### config.mk
export PLATFORM = sky130hd
export DESIGN_NAME = uart_pic_wr_flat
export DESIGN_NICKNAME = d
export VERILOG_FILES = /design/src/rtl/pic_wr_pkg.sv /design/src/rtl/uart_pic_wr_if.sv /design/src/rtl/pic_gap_timer.sv /design/src/rtl/uart_pic_wr.sv /design/src/flat_wrapper.sv
export SDC_FILE = /design/constraint.sdc
export NUM_CORES = 1
export LEC_CHECK = 0
export BUFFER_PORTS_ARGS = -buffer_cell sky130_fd_sc_hd__buf_2
export CORE_AREA = 2 2 85 87
export CTS_BUF_LIST = sky130_fd_sc_hd__clkbuf_16
export DETAILED_ROUTE_END_ITERATION = 8
export DIE_AREA = 0 0 87 89
export GPL_TIMING_DRIVEN = 0
export PLACE_DENSITY_LB_ADDON = 0.25
export SYNTH_ARGS = -nofsm -noshare
export SYNTH_HDL_FRONTEND = slang
export SYNTH_SLANG_ARGS = --single-unit
### constraint.sdc
create_clock -name sys_clk -period 1.9 [get_ports sys_clk]
set_clock_uncertainty 0.2 [all_clocks]
set_input_delay 0 -clock sys_clk [delete_from_list [all_inputs] [get_ports sys_clk]]
set_output_delay 0 -clock sys_clk [all_outputs]
set_load 0.05 [all_outputs]
### src/rtl/pic_wr_pkg.sv
// Shared encodings for the UART-to-image-RAM writer: FSM states, header bytes, address width.
package pic_wr_pkg;
  localparam int ADDR_W = 14;
  localparam logic [7:0] HDR_B0 = 8'hA5;
  localparam logic [7:0] HDR_B1 = 8'h5A;

  typedef enum logic [1:0] {
    ST_HDR0,
    ST_HDR1,
    ST_HI,
    ST_LO
  } wr_st_e;
endpackage

### src/rtl/uart_pic_wr_if.sv
// Byte-in / pixel-write-out bundle of uart_pic_wr; master drives bytes, slave is the writer.
interface uart_pic_wr_if;
  import pic_wr_pkg::*;
  logic              pi_flag;
  logic [7:0]        pi_data;
  logic              frame_clr;
  logic              wr_en;
  logic [ADDR_W-1:0] wr_addr;
  logic [15:0]       wr_data;
  logic              frame_done;
  logic              busy;

  modport master (output pi_flag, pi_data, frame_clr,
                  input  wr_en, wr_addr, wr_data, frame_done, busy);
  modport slave  (input  pi_flag, pi_data, frame_clr,
                  output wr_en, wr_addr, wr_data, frame_done, busy);
endinterface

### src/rtl/pic_gap_timer.sv
// Inter-byte gap timer: counts idle cycles while run is high, pulses expire at TIMEOUT_CYC-1.
module pic_gap_timer #(
  parameter int TIMEOUT_CYC = 500000
) (
  input  logic sys_clk,
  input  logic sys_rst_n,
  input  logic clr,
  input  logic run,
  output logic expire
);
  localparam logic [19:0] TMAX = 20'(TIMEOUT_CYC - 1);

  logic [19:0] cnt_q;

  // A byte arriving on the expiry cycle restarts the gap instead of dropping it.
  assign expire = run && !clr && (cnt_q == TMAX);

  always_ff @(posedge sys_clk or negedge sys_rst_n) begin
    if (!sys_rst_n)             cnt_q <= '0;
    else if (clr || !run || expire) cnt_q <= '0;
    else                        cnt_q <= cnt_q + 20'd1;
  end
endmodule

### src/rtl/uart_pic_wr.sv
// Assembles RGB565 pixels (high byte first) from a UART byte stream into the image RAM.
// Optional frame header A5 5A before each frame when PIC_HDR_SYNC_EN is defined.
module uart_pic_wr
  import pic_wr_pkg::*;
#(
  parameter int IMAGE_SIZE  = 10000,
  parameter int TIMEOUT_CYC = 500000
) (
  input  logic          sys_clk,
  input  logic          sys_rst_n,
  uart_pic_wr_if.slave  bus
);
  localparam logic [ADDR_W-1:0] LAST_ADDR = ADDR_W'(IMAGE_SIZE - 1);
`ifdef PIC_HDR_SYNC_EN
  localparam wr_st_e ST_FIRST = ST_HDR0;
`else
  localparam wr_st_e ST_FIRST = ST_HI;
`endif

  wr_st_e            st_q, st_d;
  logic [ADDR_W-1:0] addr_q;
  logic [7:0]        hi_q;
  logic              fire, expire, last;
  logic              wr_en_q, frame_done_q;
  logic [ADDR_W-1:0] wr_addr_q;
  logic [15:0]       wr_data_q;

  assign last = (addr_q == LAST_ADDR);
  assign fire = bus.pi_flag && !bus.frame_clr && (st_q == ST_LO);

  pic_gap_timer #(.TIMEOUT_CYC(TIMEOUT_CYC)) u_gap (
    .sys_clk   (sys_clk),
    .sys_rst_n (sys_rst_n),
    .clr       (bus.pi_flag | bus.frame_clr),
    .run       (st_q != ST_FIRST),
    .expire    (expire)
  );

  always_comb begin
    st_d = st_q;
    if (bus.pi_flag) begin
      case (st_q)
        ST_HDR0: if (bus.pi_data == HDR_B0) st_d = ST_HDR1;
        ST_HDR1: begin
          if (bus.pi_data == HDR_B1)      st_d = ST_HI;
          else if (bus.pi_data != HDR_B0) st_d = ST_HDR0;
        end
        ST_HI:   st_d = ST_LO;
        ST_LO:   st_d = last ? ST_FIRST : ST_HI;
        default: st_d = ST_FIRST;
      endcase
    end
    if (expire)        st_d = ST_FIRST;
    if (bus.frame_clr) st_d = ST_FIRST;
  end

  always_ff @(posedge sys_clk or negedge sys_rst_n) begin
    if (!sys_rst_n) st_q <= ST_FIRST;
    else            st_q <= st_d;
  end

  always_ff @(posedge sys_clk or negedge sys_rst_n) begin
    if (!sys_rst_n) begin
      addr_q       <= '0;
      hi_q         <= '0;
      wr_en_q      <= 1'b0;
      frame_done_q <= 1'b0;
      wr_addr_q    <= '0;
      wr_data_q    <= '0;
    end else begin
      wr_en_q      <= fire;
      frame_done_q <= fire && last;
      if (bus.pi_flag && !bus.frame_clr && st_q == ST_HI) hi_q <= bus.pi_data;
      if (fire) begin
        wr_addr_q <= addr_q;
        wr_data_q <= {hi_q, bus.pi_data};
      end
      if (bus.frame_clr) addr_q <= '0;
      else if (fire)     addr_q <= last ? '0 : addr_q + 1'b1;
    end
  end

  assign bus.wr_en      = wr_en_q;
  assign bus.wr_addr    = wr_addr_q;
  assign bus.wr_data    = wr_data_q;
  assign bus.frame_done = frame_done_q;
  assign bus.busy       = (addr_q != '0) || (st_q == ST_LO);
endmodule

### src/flat_wrapper.sv
// flat-port wrapper written by rule: the top's interface ports become plain ports
module uart_pic_wr_flat import pic_wr_pkg::*;
#(
  parameter int IMAGE_SIZE  = 10000,
  parameter int TIMEOUT_CYC = 500000
)
  (sys_clk, sys_rst_n, bus_pi_flag, bus_pi_data, bus_frame_clr, bus_wr_en, bus_wr_addr, bus_wr_data, bus_frame_done, bus_busy);
  uart_pic_wr_if bus_i ();
  input  logic sys_clk;
  input  logic sys_rst_n;
  input wire logic [$bits(bus_i.pi_flag)-1:0] bus_pi_flag;
  input wire logic [$bits(bus_i.pi_data)-1:0] bus_pi_data;
  input wire logic [$bits(bus_i.frame_clr)-1:0] bus_frame_clr;
  output wire logic [$bits(bus_i.wr_en)-1:0] bus_wr_en;
  output wire logic [$bits(bus_i.wr_addr)-1:0] bus_wr_addr;
  output wire logic [$bits(bus_i.wr_data)-1:0] bus_wr_data;
  output wire logic [$bits(bus_i.frame_done)-1:0] bus_frame_done;
  output wire logic [$bits(bus_i.busy)-1:0] bus_busy;
  assign bus_i.pi_flag = bus_pi_flag;
  assign bus_i.pi_data = bus_pi_data;
  assign bus_i.frame_clr = bus_frame_clr;
  assign bus_wr_en = bus_i.wr_en;
  assign bus_wr_addr = bus_i.wr_addr;
  assign bus_wr_data = bus_i.wr_data;
  assign bus_frame_done = bus_i.frame_done;
  assign bus_busy = bus_i.busy;
  uart_pic_wr #(.IMAGE_SIZE(IMAGE_SIZE), .TIMEOUT_CYC(TIMEOUT_CYC)) u_core (.sys_clk(sys_clk), .sys_rst_n(sys_rst_n), .bus(bus_i));
endmodule
# Yosys cells after proc, flatten, opt, wreduce, memory -nomap -nowiden
# Index checks and enable logic that the tools add are counted.
[classes] addsub=2 n_eq_ne=11 muxes=11 bitwise=1 n_reduce_logical=17
[op_table] op="$mux 14" count=3
[op_table] op="$add 20x1->20 const B" count=1
[op_table] op="$eq 20x19->1 const B" count=1
[op_table] op="$mux 20" count=1
[op_table] op="$add 14x1->14 const B" count=1
[op_table] op="$eq 14x14->1 const B" count=1
[op_table] op="$reduce_bool 14->1" count=1
[op_table] op="$mux 2" count=6
[op_table] op="$eq 8x7->1 const B" count=1
[op_table] op="$eq 8x8->1 const B" count=1
[op_table] op="$ne 8x8->1 const B" count=1
[op_table] op="$pmux 2 s4" count=1
[op_table] op="$logic_and 1x1->1" count=6
[op_table] op="$ne 5x3->1 const B" count=1
[op_table] op="$eq 2x2->1 const B" count=2
[op_table] op="$ne 4x3->1 const B" count=1
[op_table] op="$logic_not 1->1" count=3
[op_table] op="$logic_or 1x1->1" count=3
[op_table] op="$reduce_and 3->1" count=1
[op_table] op="$reduce_bool 3->1" count=1
[op_table] op="$eq 2x1->1 const B" count=1
[op_table] op="$logic_not 2->1" count=1
[op_table] op="$ne 2x2->1 const B" count=1
[op_table] op="$reduce_bool 2->1" count=1
[op_table] op="$or 1x1->1" count=1
[totals] regBits=76 in_bits=12 out_inout_bits=33 wordCells=50

# Logic depth before layout (Yosys ltp)
[logic_depth] word_depth=7 ltp_mapped=6 depth_no_buf=5

# Cells and area by module
# Synthesis repeated with hierarchy kept, for this count alone.
[unflattened] cells_unflattened=370 hier_area_um2=3593.4
[modules_own_cells] module="uart_pic_wr" n_inst=1 cells_each=261 area_per_inst_um2=2556.2 seq_area_each_um2=1402.6
[modules_own_cells] module="pic_gap_timer" n_inst=1 cells_each=109 area_per_inst_um2=1037.2 seq_area_each_um2=500.5

# Worst setup path before layout
# No wires, ideal clock.
[synth_timing] kind="reg2reg" from="reg u_core.u_gap.cnt_q[5]" to="reg u_core.u_gap.cnt_q[17]" setup_time_ns=0.126 arrival_time_ns=1.706 required_time_ns=1.574 path_slack_ns=-0.132 stages_incl_launch_ff=6 n_path_buf=1 synth_period_minus_slack_ns=2.032 cell_sequence="dfrtp_1 -> or4b_1 -> or4_4 -> o21ai_2 -> buf_6 -> a21oi_1"
[synth_via] elab_chain_cells=4 word_cells_on_any_way=5 classes_between="add/sub (1); eq/ne (1); mux (1); reduce/logical (2)"
[synth_rtl] element="start: declaration" line_no="pic_gap_timer.sv:13" text="logic [19:0] cnt_q;"
[synth_rtl] element="start signal: assignment" line_no="pic_gap_timer.sv:21" text="else cnt_q <= cnt_q + 20'd1;"
[synth_rtl] element="parallel branches: the longest is 3 deep, another holds $add 20x1->20"
[synth_rtl] element="$mux 20 (*)" line_no="pic_gap_timer.sv:20" text="else if (clr || !run || expire) cnt_q <= '0;"
# Every way passes the cells marked *.
# A chain may end at the register's enable or synchronous reset.

# Worst setup path after layout
[layout_timing] from="reg u_core.u_gap.cnt_q[5]" to="reg u_core.u_gap.cnt_q[3]"
[layout_via] elab_chain_cells=4
[layout_rtl] element="$eq 20x19->1" line_no="pic_gap_timer.sv:16" text="assign expire = run && !clr && (cnt_q == TMAX);"
[layout_rtl] element="$logic_and 1x1->1" line_no="pic_gap_timer.sv:16"
[layout_rtl] element="$logic_or 1x1->1" line_no="pic_gap_timer.sv:20"
[layout_rtl] element="$mux 20" line_no="pic_gap_timer.sv:20"
# Every way passes these cells.

==> metrics.md <==
| Metric | Value |
|---|---|
| Failing checks | `negative setup slack` |
| Drt initial violations | `just under 200` |
| CTS Buf Count | `9` |
| Hold Path Class | `in -> reg` |
| Die Height | `89 um` |
| Mapped Avg Cell Area | `between 9 and 10 sq um` |
| R2R setup slack | `-0.21 ns` |
| Slew HR | `0.664` |
| Syn Nets | `approximately 380` |
| Post-route minimum period | `between 2 and 2.5 ns` |
| First-pass GRT wire length | `13.0 mm` |
| Period utilization | `1.11` |
| Clk sinks | `76` |
| Most numerous cell in the Yosys netlist | `nand2_1` |
| Clock insertion delay at the later pin of the skew report | `between 0.3 and 0.4 ns` |
| Number of global-route vias before repair | `about 2800` |
| Top-level port count | `45` |
| CP required | `approximately 1.9 ns` |
| Placer Congestion | `approximately 0.9` |
| Die width | `87 um` |
| Post-DR vias/cell | `roughly 5.6` |
| Yosys cell types | `45` |
| Most used DFF post-synth | `dfrtp_1` |
| Post-route DRC violation count | `0` |
| CP max FO | `10` |
| Final TNS setup | `-4.90 ns` |
| Total of max-cap violations | `0` |
| Reg2reg end | `u_core.u_gap.cnt_q[3]` |
| # fillers | `just over 500` |
| Post-Syn Area | `around 3500 sq um` |
| Via count | `a little under 3000` |
| CTS Buffer Depth | `2` |
| Initial antenna violation count | `0` |
| Warning count from the yosys run | `0` |
| Post-DP HPWL | `approximately 5.2 mm` |
| Unrepaired setup endpoints after global routing | `yes` |
| Nature of the critical path startpoint | `register` |
| Die area | `approximately 7700 sq um` |
| Design Area, Final | `approximately 4500 sq um` |
| Hold Crit Start | `bus_pi_data[5]` |
| H-tree Lvls | `3` |
| Placed inst area | `3840 sq um` |
| Diode count | `0` |
| Post-Route WL | `8.19 mm` |
| Endpoints failing setup | `31` |
| Largest net degree at the start of global routing | `between 40 and 50` |
| Post-synth EDFFs | `0` |
| Max Slew Vio Count | `0` |
| Peak VDD IR | `roughly 0.65 mV` |
| Reg2reg path depth | `5` |
| PortBufs | `43` |
| Clk pin slew, worst setup/hold paths | `~0.06 ns` |
| Leakage | `approximately 2.0 nW` |
| Area Overhead vs Synth | `29.2%` |
| Fmax | `474 MHz` |
| Post-synth ARST share | `1.00` |
| Core Box Area | `between 6000 and 7000 sq um` |
| Critical Path AT | `approximately 2.1 ns` |
| Synth Register Bits | `76` |
| Layout Nets | `453` |
| 1st-pass router iterations | `4` |
| Hold Path Sink | `u_core.bus.wr_data[5]` |
| Routed Antenna Nets | `0` |
| Worst Setup Slack, final | `-0.210 ns` |
| Starting Density | `0.519` |
| Endpoint class of the critical path | `register` |
| Gr usage total | `0.216` |
| Pwr dens | `926 nW/um^2` |
| Hold Path Depth | `4` |
| Slew @ Worst Pin | `0.504 ns` |
| Share of layout cells above drive strength 1 | `0.255` |
| Standard-cell rows | `30` |
| WS Path Type | `reg -> reg` |
| Sequential fraction of the synthesis area | `0.545` |
| Synth area leader | `dfrtp_1` |
| Drt wl/cell | `approximately 16 um` |
| R2R Path Start | `u_core.u_gap.cnt_q[5]` |
| Final hold viol count | `0` |
| Synth top area share | `0.538` |
| Core Util, Final | `0.671` |
| Post-Syn Instances | `roughly 360` |
| CTS tree | `built` |
| Largest cells by area after synthesis | `dfrtp_1, nand2_1, xnor2_1` |
| Status | `finished with violations` |
| Clk Tree Root Cell | `clkbuf_16` |
| Commonest cells in the netlist | `nand2_1, dfrtp_1, nor2_1, nand4_1, o21ai_0` |
| Remaining Overflow, GRT | `0` |
worst max-delay path by stage:
stage                                     start                      to  slack, ns
final                     u_core.u_gap.cnt_q[5]   u_core.u_gap.cnt_q[3]      -0.21
after global routing           u_core.addr_q[1]                bus_busy      -0.29
after CTS                 u_core.u_gap.cnt_q[5]  u_core.u_gap.cnt_q[17]      -0.20
after detailed placement         u_core.st_q[1]        u_core.addr_q[5]      -0.27
after global placement    u_core.u_gap.cnt_q[5]   u_core.u_gap.cnt_q[8]      -0.23
after floorplan           u_core.u_gap.cnt_q[5]  u_core.u_gap.cnt_q[17]      -0.10
cell usage in the layout (no fill, tap or decap), drive strengths merged, types with 3 or more instances in the layout:
cell and count:
a21oi 7, a31o 3, a31oi 11, and3 4, and4 4, buf 60
clkbuf 18, dfrtp 75, dlygate4sd3 12, ha 3, inv 16, mux2 8
nand2 88, nand3 12, nand3b 4, nand4 14, nor2 25, nor3 8
nor4 5, o21ai 14, or3 5, or4 5, xnor2 12, xor2 4
cell type report:
| cell class | instances | area (sq um) | area share |
|---|---|---|---|
| Clock buffer | 9 | 225 | 0.0499 |
| Multi-Input combinational cell | 257 | 1630 | 0.362 |
| Buffer | 15 | 92.6 | 0.0205 |
| Timing Repair Buffer | 66 | 448 | 0.0993 |
| Sequential cell | 76 | 1910 | 0.423 |
| Inverter | 13 | 48.8 | 0.0108 |
| Clock inverter | 7 | 57.6 | 0.0128 |
| Tap cell | 80 | 100 | 0.0222 |
logic make-up after synthesis:
| family | after synthesis | synth area share |
|---|---|---|
| AO/OA/AOI/OAI | 40 | 0.0699 |
| XOR/XNOR | 16 | 0.0402 |
| adder cells (fa/ha/maj) | 3 | 0.0108 |
| buffers and inverters | 30 | 0.0369 |
| flip-flops | 76 | 0.545 |
| multiplexers | 8 | 0.0258 |
| AND/OR/NAND/NOR | 190 | 0.271 |
metal layers:
metal  track usage  routed length, um
met3        0.0554                350
met2         0.352               4080
met4        0.0824                131
met5             0                  0
met1         0.279               3630
power breakdown:
group | switching (mW) | internal [mW] | leakage, nW | total [mW]
clock network | 0.723 | 0.905 | 0.135 | 1.63
logic | 0.540 | 0.191 | 0.893 | 0.731
registers | 0.0687 | 1.75 | 1.01 | 1.82
registers in the layout (all words and copies together), names as in the netlist:
register and cells:
u_core.addr_q 14, u_core.bus.frame_done 1, u_core.bus.wr_addr 14, u_core.bus.wr_data 16
u_core.bus.wr_en 1, u_core.hi_q 8, u_core.st_q 2, u_core.u_gap.cnt_q 20
critical path: stages, from the launching register on:
cell     delay, ns
dfrtp_1       0.42
or4b_1        0.54
or4_4         0.45
o21ai_4       0.16
buf_6         0.17
nor2_1        0.06
stage by stage:
| stage | power, mW | worst slack, ns | hold slack (ns) | cells |
|---|---|---|---|---|
| finish | 4.18 | -0.210 | 0.243 | 523 |
| global route | 4.33 | -0.290 | 0.251 | 523 |
| CTS | 4.18 | -0.203 | 0.240 | 517 |
| detailed placement | 2.55 | -0.270 | -0.227 | 487 |
| global placement | 2.53 | -0.225 | 0.0378 | 486 |
| floorplan | 2.34 | -0.104 | -0.496 | 363 |
repair_timing:
item,4_1_cts,5_1_grt
endpoints found under the setup margin,64,35
cloned,0,2
gates resized for setup,11,39
hold endpoints to repair,114,0
hold buffers,12,0
pin swaps,1,5
setup buffers,4,4
(Power assumes the default switching activity.)
